<file path="src/rtl/pipe_ctrl.sv">
// Pipeline hazard/exception controller: load-use and HI/LO stalls, exception redirect.
// Define PIPE_CTRL_PERF_EN to enable the stall_cycles performance counter.
module pipe_ctrl (
   input  logic        clk,
   input  logic        reset,
   input  logic        ld_use_d,
   input  logic        md_start_e,
   input  logic        md_div_e,
   input  logic        md_use_d,
   input  logic        exc_req,
   output logic        Stall,
   output logic        flush_e,
   output logic        Req,
   output logic        md_busy,
   output logic [3:0]  md_cnt,
   output logic [31:0] stall_cycles
);

   typedef enum logic [1:0] {
      RUN      = 2'd0,
      MD       = 2'd1,
      EXC_HOLD = 2'd2
   } state_t;

   state_t     state;
   state_t     state_nx;
   logic [3:0] cnt_nx;

   always_ff @(posedge clk) begin
      if (!reset) begin
         state  <= RUN;
         md_cnt <= 4'd0;
      end else begin
         state  <= state_nx;
         md_cnt <= cnt_nx;
      end
   end

   // The counter keeps running through an exception; only RUN may load it.
   always_comb begin
      cnt_nx   = (md_cnt != 4'd0) ? md_cnt - 4'd1 : 4'd0;
      state_nx = state;
      unique case (state)
         RUN: begin
            if (Req) begin
               state_nx = EXC_HOLD;
            end else if (md_start_e) begin
               state_nx = MD;
               cnt_nx   = md_div_e ? 4'd10 : 4'd5;
            end
         end
         MD: begin
            if (Req)
               state_nx = EXC_HOLD;
            else if (md_cnt == 4'd1)
               state_nx = RUN;
         end
         EXC_HOLD: state_nx = (cnt_nx != 4'd0) ? MD : RUN;
         default:  state_nx = RUN;
      endcase
   end

   always_comb begin
      Req     = 1'b0;
      Stall   = 1'b0;
      md_busy = 1'b0;
      if (reset) begin
         md_busy = (md_cnt != 4'd0);
         Req     = exc_req && (state != EXC_HOLD);
         if (!Req && (state != EXC_HOLD))
            Stall = ld_use_d | (md_use_d & (md_busy | md_start_e));
      end
   end

   assign flush_e = Stall;

`ifdef PIPE_CTRL_PERF_EN
   logic [31:0] perf_q;

   always_ff @(posedge clk) begin
      if (!reset)
         perf_q <= 32'd0;
      else if (Stall && (perf_q != 32'hFFFF_FFFF))
         perf_q <= perf_q + 32'd1;
   end

   assign stall_cycles = perf_q;
`else
   assign stall_cycles = 32'd0;
`endif

endmodule
</file>
<file path="config.mk">
export PLATFORM = sky130hd
export DESIGN_NAME = pipe_ctrl
export DESIGN_NICKNAME = d
export VERILOG_FILES = /design/src/rtl/pipe_ctrl.sv
export SDC_FILE = /design/constraint.sdc
export NUM_CORES = 1
export LEC_CHECK = 0
export CAP_MARGIN = 20
export CORE_MARGIN = 2
export CORE_UTILIZATION = 32
export CTS_CLUSTER_DIAMETER = 100
export DETAILED_ROUTE_END_ITERATION = 16
export PLACE_DENSITY = 0.89
export SLEW_MARGIN = 20
export SYNTH_ARGS = -nofsm -noshare
export SYNTH_HDL_FRONTEND = slang
export SYNTH_SLANG_ARGS = --single-unit
</file>
<file path="constraint.sdc">
create_clock -name clk -period 1.4 [get_ports clk]
set_input_delay 0.21 -clock clk [delete_from_list [all_inputs] [get_ports clk]]
set_output_delay 0.21 -clock clk [all_outputs]
set_load 0.02 [all_outputs]
</file>
==> impl_metrics.json <==
{
  "min-delay-start": "reset",
  "syn_area_um2": 592,
  "synth-seq-cells": 6,
  "synth_seq_area_share": 0.203,
  "min_path_type": "in2reg",
  "yosys_most_used_dff": "dfxtp_1",
  "fmax_mhz": 671,
  "finalNetCount": 111,
  "cpMaxStageDelayCell": "dfxtp_4",
  "avgSynthCellArea_um2": 8.00,
  "powerDensity_nw_per_um2": 867,
  "timing.final.crit_share": 1.06,
  "violations": "negative setup slack",
  "grt_overflow": 0,
  "status": "complete, but fails checks",
  "slowest_delay_ns": 0.35,
  "maxSlewViolCount": 0,
  "postRouteAntennaNets": 0,
  "multi_input_area_um2": 364,
  "die_y_um": 47.0,
  "drtIter0Drc": 8,
  "numPortBuffers": 14,
  "cp_max_fo": 2,
  "start_util": 0.343,
  "regArea_um2": 125,
  "gp_congestion": 0.773,
  "cp-end-kind": "output pin",
  "cap_violations": 0,
  "async_flop_share": 0,
  "io_pins": 47,
  "fin_tns_setup_ns": -0.178,
  "cp_cell_sequence": "inv_2 -> a211o_1 -> a211oi_4 -> buf_6",
  "netlist_instances": 74,
  "grt.total_usage": 0.114,
  "grt_pass1_wl_um": 1690,
  "drive_above_1_share": 0.291,
  "reg2reg_depth": 4,
  "viasPerCell": 4.09,
  "numCtsBuffers": 3,
  "coreArea_um2": 1730,
  "postCtsHoldBufs": 0,
  "first_pass_iters": 4,
  "setup_viol": 2,
  "crit_type": "reg2out",
  "netlist.area_leader.share": 0.419,
  "regToRegStartpoint": "md_cnt[1]",
  "clk_pin_slew_ns": 0.06,
  "rows": 15,
  "syn_to_final_growth_pct": 32.3,
  "drc": 0,
  "htreeDepth": 1,
  "vias": 524,
  "grt_max_degree": 8,
  "hold_viol": 0,
  "clock_sinks": 6,
  "crit_arrival_ns": 1.28,
  "die-area_um2": 2210,
  "nFillCells": 184,
  "ir_drop_uv": 311,
  "startpoint_type": "register",
  "antenna_found_initial": 0,
  "cts_tree": "built",
  "fin_skew_ns": 0.0149,
  "die_x_um": 47.0,
  "finalWirelength_um": 1200,
  "rsz0062_at_grt": "yes",
  "crit_start": "state[0]",
  "synth.distinct_cells": 25,
  "synth_top_cells_by_area": "buf_4 (42%), dfxtp_1 (20%), o21a_1 (3.8%), nor2_1 (3.2%), a211oi_1 (2.5%)",
  "p_total_mw": 0.679,
  "holdPathStages": 3,
  "synth_edf_count": 0,
  "yosysTopAreaCell": "buf_4",
  "power.leakage_nw": 0.403,
  "antenna_cells": 0,
  "grt_pass1_vias": 420,
  "dp_hpwl_um": 1010,
  "cts-root-buf": "clkbuf_4",
  "synth_warnings": 0,
  "fin_crit_ns": 1.49,
  "clk_latency_ns": 0.25,
  "clockBufferDepth": 2,
  "fin_ws_ns": -0.0897,
  "wire_per_inst_um": 9.38,
  "cp.required_ns": 1.19
}
timing repair:
action | 4_1_cts | 5_1_grt
endpoints found under the setup margin | 8 | 5
gates resized for setup | 25 | 4
pin swaps | 2 | 1
gates cloned | 0 | 0
buffers inserted | 0 | 1
critical path, delay by kind of cell, from the launching register on:
family          cells  cell delay [ns]
flops               1             0.35
buf+inv             2             0.18
compound gates      2             0.50
kinds of logic after synthesis:
| family | after synthesis | share of synthesized area |
|---|---|---|
| flip-flops | 6 | 0.203 |
| AO/OA/AOI/OAI | 13 | 0.167 |
| buffers and inverters | 35 | 0.431 |
| other | 1 | 0.00634 |
| AND/OR/NAND/NOR | 19 | 0.192 |
path summary, 6_finish.rpt:
path                     to  slack, ns
hold / removal    md_cnt[0]       0.48
setup / recovery      Stall      -0.09
setup reg to reg   state[0]       0.14
hold reg to reg    state[1]       0.55
state kept, by name, summed over array words and instances (netlist names):
signal,flops
state,2
md_cnt,4
Yosys cell counts (all sizes together), types with 2 or more instances:
library cell	number
o21bai	2
o21a	3
a211oi	2
nor3	2
inv	2
nand2	3
nand3	2
dfxtp	6
buf	33
nor2	6
through the flow:
step	area [um^2]	setup WS, ns	instances	hold WS (ns)	util
after floorplan	736	-0.00189	105	0.328	-
after global placement	746	-0.678	123	0.520	0.432
after detailed placement	746	-0.694	123	0.536	0.432
after CTS	773	-0.108	127	0.469	0.448
after global routing	783	-0.152	128	0.465	0.454
final	783	-0.0897	128	0.477	0.454
cell type report:
type | instances | area share
timing repair buffer | 27 | 0.292
multi-input combinational | 64 | 0.465
sequential | 6 | 0.160
clock buffer | 4 | 0.0335
inverter | 2 | 0.00958
tap | 25 | 0.0399
placed cells by master (no fill, tap or decap), types with 2 or more instances in the layout:
cell             synthesis  routed
o21a_1                   3       3
nor2_1                   5       5
nand3_1                  2       2
clkdlybuf4s50_1          0       4
o21bai_1                 2       2
conb_1                   1      32
buf_4                   33      14
nand2_1                  2       2
buf_6                    0       2
dfxtp_1                  6       4
nor3_1                   2       2
dlygate4sd2_1            0       5
clkbuf_4                 0       3
routing by layer:
| layer | share of wire | up-vias | routed length, um | track usage |
|---|---|---|---|---|
| met5 | 0 | - | 0 | 0 |
| met4 | 0 | 0 | 0 | 0.0667 |
| met3 | 0.11 | 0 | 128 | 0.0462 |
| met2 | 0.50 | 34 | 596 | 0.192 |
| met1 | 0.40 | 242 | 475 | 0.120 |
| li1 | - | 248 | - | - |
power by group:
part           total (mW)  switching [mW]  leakage, nW  internal [mW]
registers           0.199          0.0130       0.0504          0.186
logic               0.305           0.188        0.337          0.117
clock network       0.175          0.0670       0.0150          0.108
(Power assumes the default switching activity.)
